$ cat config.mk
export PLATFORM = sky130hd
export DESIGN_NAME = booth_mul_seq
export DESIGN_NICKNAME = d
export VERILOG_FILES = /design/src/rtl/booth_pkg.sv /design/src/rtl/booth_mul_seq_enc.sv /design/src/rtl/booth_mul_seq.sv
export SDC_FILE = /design/constraint.sdc
export NUM_CORES = 1
export LEC_CHECK = 0
export ABC_AREA = 0
export CORE_MARGIN = 10
export CORE_UTILIZATION = 62
export CTS_CLUSTER_SIZE = 40
export DETAILED_ROUTE_END_ITERATION = 8
export PLACE_DENSITY = 0.82
export SYNTH_ARGS = -nofsm -noshare
export SYNTH_HDL_FRONTEND = slang
export SYNTH_SLANG_ARGS = --single-unit
$ cat constraint.sdc
create_clock -name clk -period 10.85 [get_ports clk]
set_clock_uncertainty 0.1 [all_clocks]
set_input_delay 3.255 -clock clk [delete_from_list [all_inputs] [get_ports clk]]
set_output_delay 3.255 -clock clk [all_outputs]
set_load 0.01 [all_outputs]
$ cat src/rtl/booth_pkg.sv
// Shared types, widths and the Booth digit slicer for the sequential multiplier.
package booth_pkg;

  localparam int OP_W     = 8;
  localparam int PROD_W   = 16;
  localparam int N_DIGITS = 4;

  typedef enum logic [1:0] {IDLE, CALC, DONE} booth_state_t;

  // Returns {b[2c+1], b[2c], b[2c-1]}; the appended zero supplies b[-1].
  function automatic logic [2:0] booth_pattern(input logic [OP_W-1:0] b, input logic [1:0] c);
    logic [OP_W:0] ext;
    ext = {b, 1'b0};
    return ext[{c, 1'b0} +: 3];
  endfunction

endpackage

$ cat src/rtl/booth_mul_seq_enc.sv
// Radix-4 Booth encoder: maps a 3-bit pattern to 0, +-m or +-2m, sign-extended to 16 bits.
// Combinational. The 16-bit path keeps -2*(-128)=256 from overflowing.
module booth_mul_seq_enc
  import booth_pkg::*;
(
  input  logic signed [OP_W-1:0]   m_i,
  input  logic        [2:0]        pattern_i,
  output logic signed [PROD_W-1:0] pp_o
);

  logic signed [PROD_W-1:0] m_ext;

  assign m_ext = {{(PROD_W-OP_W){m_i[OP_W-1]}}, m_i};

  always_comb begin
    pp_o = '0;
    case (pattern_i)
      3'b001, 3'b010: pp_o = m_ext;
      3'b011:         pp_o = m_ext <<< 1;
      3'b100:         pp_o = -(m_ext <<< 1);
      3'b101, 3'b110: pp_o = -m_ext;
      default:        pp_o = '0;
    endcase
  end

endmodule

$ cat src/rtl/booth_mul_seq.sv
// Iterative 8x8 signed radix-4 Booth multiplier, one digit per cycle; 1..4 cycles per product.
// Product is held in DONE until out_ready; a new operand can be taken on the same edge.
module booth_mul_seq
  import booth_pkg::*;
#(
  parameter bit EARLY_TERM = 1'b1
) (
  input  logic                     clk,
  input  logic                     rst,
  input  logic                     in_valid,
  output logic                     in_ready,
  input  logic signed [OP_W-1:0]   a,
  input  logic signed [OP_W-1:0]   b,
  output logic                     out_valid,
  input  logic                     out_ready,
  output logic signed [PROD_W-1:0] prod,
  output logic                     busy
);

  booth_state_t state_q, state_d;

  logic signed [OP_W-1:0]   a_q, b_q;
  logic signed [PROD_W-1:0] acc_q, acc_d;
  logic signed [PROD_W-1:0] prod_q;
  logic        [1:0]        cnt_q, cnt_d;

  logic        [2:0]        pattern;
  logic signed [PROD_W-1:0] pp;
  logic        [2:0]        shamt;
  logic signed [OP_W-1:0]   rest;
  logic                     last_digit;
  logic                     accept;

  booth_mul_seq_enc u_enc (
    .m_i       (a_q),
    .pattern_i (pattern),
    .pp_o      (pp)
  );

  assign pattern = booth_pattern(b_q, cnt_q);
  assign shamt   = {cnt_q, 1'b0};

  // Arithmetic shift leaves 0 or -1 exactly when b[7:2c+1] is uniform.
  assign rest       = b_q >>> (shamt + 3'd1);
  assign last_digit = (cnt_q == 2'(N_DIGITS-1)) ||
                      (EARLY_TERM && ((rest == '0) || (rest == '1)));

  assign acc_d  = acc_q + (pp <<< shamt);
  assign cnt_d  = cnt_q + 2'd1;
  assign accept = in_valid && in_ready;

  always_ff @(posedge clk) begin
    if (rst) begin
      state_q <= IDLE;
    end else begin
      state_q <= state_d;
    end
  end

  always_comb begin
    state_d = state_q;
    case (state_q)
      IDLE:    if (in_valid) state_d = CALC;
      CALC:    if (last_digit) state_d = DONE;
      DONE:    if (out_ready) state_d = in_valid ? CALC : IDLE;
      default: state_d = IDLE;
    endcase
  end

  always_comb begin
    in_ready  = 1'b0;
    out_valid = 1'b0;
    busy      = 1'b1;
    case (state_q)
      IDLE: begin
        in_ready = 1'b1;
        busy     = 1'b0;
      end
      DONE: begin
        in_ready  = out_ready;
        out_valid = 1'b1;
      end
      default: ;
    endcase
  end

  always_ff @(posedge clk) begin
    if (rst) begin
      a_q    <= '0;
      b_q    <= '0;
      acc_q  <= '0;
      cnt_q  <= '0;
      prod_q <= '0;
    end else if (accept) begin
      a_q   <= a;
      b_q   <= b;
      acc_q <= '0;
      cnt_q <= '0;
    end else if (state_q == CALC) begin
      acc_q <= acc_d;
      cnt_q <= cnt_d;
      if (last_digit) prod_q <= acc_d;
    end
  end

  assign prod = prod_q;

endmodule

After elaboration in Yosys (flattened, before gate mapping)
Index checks and enable logic that the tools add are counted.
Word-level totals
  bits in registers: 52
  input bits: 20
  output and inout bits: 19
Operators by class
  add/sub/neg operators: 5
  equal/unequal tests: 13
  shift-type cells: 3
  muxes and demuxes: 9
  bitwise logic cells: 1
  reduce and logical (&&, ||, !) cells: 10
Operators by type and width (number)
  16-bit case mux with 4 select lines: 1
  16-bit adder: 1
  8-bit negator with 16-bit output: 1
  9-bit negator with 16-bit output: 1
  16-bit by 3-bit <<< shifter with 16-bit output: 1
  3-bit == test (second input constant): 3
  9-bit by 4-bit indexed part select with 3-bit output: 1
  8-bit == test (second input constant): 1
  8-bit logical NOT: 1
  8-bit by 3-bit >>> shifter with 8-bit output: 1
  3-bit by 2-bit == test with 1-bit output (second input constant): 2
  2-bit 2-to-1 mux: 3
  2-bit != test (second input constant): 3
  2-bit case mux with 3 select lines: 1
  3-bit AND reduction: 2
  2-bit OR reduction: 3
  2-bit == test (second input constant): 2
  3-bit by 1-bit adder with 3-bit output (second input constant): 1
  3-bit by 1-bit == test with 1-bit output (second input constant): 1
  1-bit 2-to-1 mux: 3
  2-bit by 1-bit adder with 2-bit output (second input constant): 1
  2-bit by 1-bit == test with 1-bit output (second input constant): 1
  2-bit logical NOT: 1
  1-bit logical OR: 2
  3 further kinds: 3

Depth between registers and ports, before layout
  depth in word-level cells: 7
  gate-level depth with buffers: 18

Hierarchy
A second synthesis with hierarchy kept.
Second synthesis, totals
  cell total of the unflattened synthesis: 475
  area, all modules: 3761.1 um^2
By module, submodules not included
  booth_mul_seq: instances 1, cells each 370, area an instance 3084.2 um^2
  booth_mul_seq_enc: instances 1, cells each 105, area an instance 676.9 um^2

Worst setup path after synthesis
No wires, ideal clock.
  path kind: in2out
  start point: input port out_ready
  end point: output port in_ready
  data arrival time: 3.565 ns
  setup slack: 3.930 ns
  stages: 2
  cell sequence: inv_1 -> a21oi_1
Between the ends
  cells in the longest elaborated chain, start to end: 1
RTL lines
  from (decl): line booth_mul_seq.sv:15  | input logic out_ready,
  1-bit case mux with 2 select lines: line booth_mul_seq.sv:74  | case (state_q)
  to (decl): line booth_mul_seq.sv:11  | output logic in_ready,
Every way passes these cells.

Final worst setup path
Same ends and word-level chain as after synthesis.

==> metrics.cfg <==
[run_status]
status=complete, no violations

[sta]
layout_min_cycle_time_ns=7.88
finalSetupViolCount=0
drv_slew=0
fin_crit_sh=0.726
hold_viol=0
max_freq_ghz=0.127
worst_slack_ns=2.97
slew_headroom=0.179
rsz0062_at_grt=no
worst_pin_slew_ns=1.20
tns_ns=0

[worst_setup_path]
r2r-start=cnt_q[1]$_SDFFE_PP0N_
critical_path.startpoint_type=input port
worstPathRequired_ns=7.50
regToRegEndpoint=prod[10]$_SDFFE_PP0P_
critPathMaxFanout=3
reg2reg_slack_ns=4.48
cp.arrival_ns=4.53
worstSetupPathType=in -> out
crit_start=out_ready
end_kind=output port
r2r_cells=14

[floorplanning]
io_pins=39
std_cell_rows=27
core-area_um2=5610
die_y_um=96.7
fp.dieW_um=96.7
die_area_um2=9350
start_util=0.650

[cts]
hold_buffers=0
postCtsSetupRepairBufs=0
clk_pin_slew_ns=0.10
numClockSinks=52
cts_root_buf=clkbuf_8
h-tree-depth=2
cts_buffer_depth=2
ctsResizeCount=0
clock_latency_ns=0.31
cts_buffers=5
cts_tree=done

[run]
cap_violations=0

[synthesis]
syn_inst=481
post_synth_num_cell_types=60
syn_avg_cell_area_um2=7.58
yosys_warnings=0
syn-num-nets=520
synthFlopType=dfxtp_1
synthesis.area_um2=3640
ys_async_sr_fraction=0
synth_edf_count=0
ys_seq_area_frac=0.286
ys_seq_elements=52

[global_route]
antenna_found_initial=0
grt_start_max_net_pins=32
grt_first_pass_wirelength_um=15800
grt_usage=0.194
overflow=0
grt_pass1_vias=3140

[min_path]
worstHoldEndpoint=prod[13]$_SDFFE_PP0P_
min_path_type=reg -> reg
hold_path.startpoint=prod[13]$_SDFFE_PP0P_
min_path_cells=2

[detailed_routing]
ant_nets=0
via_count=3511
drtIter0Drc=253
wl_per_cell_um=16.3
drt-total-wl_um=9400
drc_errors=0
first_pass_iters=5
vias_per_cell=6.11

[layout]
area_delta_synth_final_pct=12.6
fin_nets=541
diodes=0
layout-drive-gt1-share=0.0616

[power_and_ir_drop]
power.density_nw_per_um2=118
ir_worst_vdd_v=0.000108
leakagePower_nw=1.56

[placement]
dp_slack_ns=2.96
port_buffers=38
gp_congestion=0.905
hpwl_um=7210

[layer usage]
layer / part of all wire / up-vias / GRT usage
met5: 0 / - / 0
li1: - / 1754 / -
met3: 0.068 / 7 / 0.0468
met1: 0.47 / 1640 / 0.270
met2: 0.45 / 110 / 0.291
met4: 0.011 / 0 / 0.0474
[through the flow]
| stage | cell area, µm² | power (W) | util | hold WS, ns | instances |
|---|---|---|---|---|---|
| after floorplan | 3640 | 0.000325 | - | 0.335 | 481 |
| after global placement | 4010 | 0.000364 | 0.715 | 0.342 | 567 |
| after detailed placement | 4010 | 0.000367 | 0.715 | 0.351 | 567 |
| after CTS | 4100 | 0.000484 | 0.732 | 0.365 | 575 |
| after global routing | 4100 | 0.000511 | 0.732 | 0.391 | 575 |
| final | 4100 | 0.000483 | 0.732 | 0.366 | 575 |
[how the worst max path moves through the flow]
| stage | endpoint | slack (ns) | depth (start not counted) |
|---|---|---|---|
| after floorplan | in_ready | 3.93 | 2 |
| after CTS | in_ready | 2.95 | 4 |
| final | in_ready | 2.97 | 4 |
| after detailed placement | in_ready | 2.96 | 4 |
| after global routing | in_ready | 2.85 | 4 |
| after global placement | in_ready | 2.98 | 4 |
[report_power, final]
| part | switching, W | internal [W] | leakage, nW |
|---|---|---|---|
| sequential | 0.0000136 | 0.000200 | 0.422 |
| clock | 0.0000701 | 0.0000475 | 0.0463 |
| combinational | 0.0000884 | 0.0000632 | 1.09 |
| total | 0.000172 | 0.000311 | 1.56 |
[worst max-delay path, cell delays in order]
cell and delay, ns:
clkdlybuf4s50_1 0.45, inv_1 0.04, a21oi_1 0.20, clkdlybuf4s50_1 0.58
[flip-flops by register name (all words and copies together) (netlist names)]
signal,flops
acc_q,16
prod,16
a_q,8
state_q,2
b_q,8
cnt_q,2
[cells by family after synthesis]
| logic type | after synthesis | share of synthesized area |
|---|---|---|
| AOI/OAI and AO/OA | 137 | 0.233 |
| and+or+nand+nor | 183 | 0.229 |
| xor gates and xnor gates | 19 | 0.0457 |
| buffers and inverters | 46 | 0.0536 |
| muxes | 25 | 0.0858 |
| DFF | 52 | 0.286 |
| adders and majority gates | 19 | 0.0673 |
[cell usage in the layout, fill, tap and decap left out, types with 4 or more instances in the layout]
cell / synthesis / routed
a21oi_1: 60 / 60
o21ai_0: 26 / 26
nor2b_1: 5 / 5
mux4_2: 4 / 4
clkbuf_8: 0 / 5
nor3_1: 11 / 11
a21o_1: 5 / 5
a221o_1: 6 / 6
nand2b_1: 5 / 5
nand4_1: 4 / 4
o22ai_1: 6 / 6
a31oi_1: 5 / 5
ha_1: 18 / 18
inv_1: 19 / 19
mux2_2: 10 / 10
mux2i_1: 11 / 11
clkdlybuf4s50_1: 0 / 38
nand3_1: 14 / 14
xor2_1: 7 / 7
o21a_1: 4 / 4
or3_1: 5 / 5
dfxtp_1: 52 / 52
a211oi_1: 4 / 4
nand2_1: 96 / 96
xnor2_1: 12 / 12
nor2_1: 26 / 26
[synth_stat cells (6+ instances only)]
| master | n | area share |
|---|---|---|
| ha_1 | 18 | 0.062 |
| a21oi_1 | 60 | 0.082 |
| o22ai_1 | 6 | 0.010 |
| nand3_1 | 14 | 0.019 |
| mux2i_1 | 11 | 0.030 |
| mux2_2 | 10 | 0.031 |
| o21ai_0 | 26 | 0.036 |
| nor3_1 | 11 | 0.015 |
| nand2_1 | 96 | 0.099 |
| a221o_1 | 6 | 0.016 |
| inv_1 | 19 | 0.020 |
| xnor2_1 | 12 | 0.029 |
| dfxtp_1 | 52 | 0.29 |
| clkbuf_1 | 16 | 0.016 |
| nor2_1 | 26 | 0.027 |
| xor2_1 | 7 | 0.017 |
[cell type report]
type / instances / area (µm²)
clock buffer: 5 / 68.8
clock inverter: 3 / 27.5
fill: 471 / 1500
inverter: 21 / 80.1
multi-input combinational: 383 / 2410
sequential: 52 / 1040
tap: 72 / 90.1
timing repair buffer: 39 / 388
No activity file was read; power rests on OpenSTA's default activity.
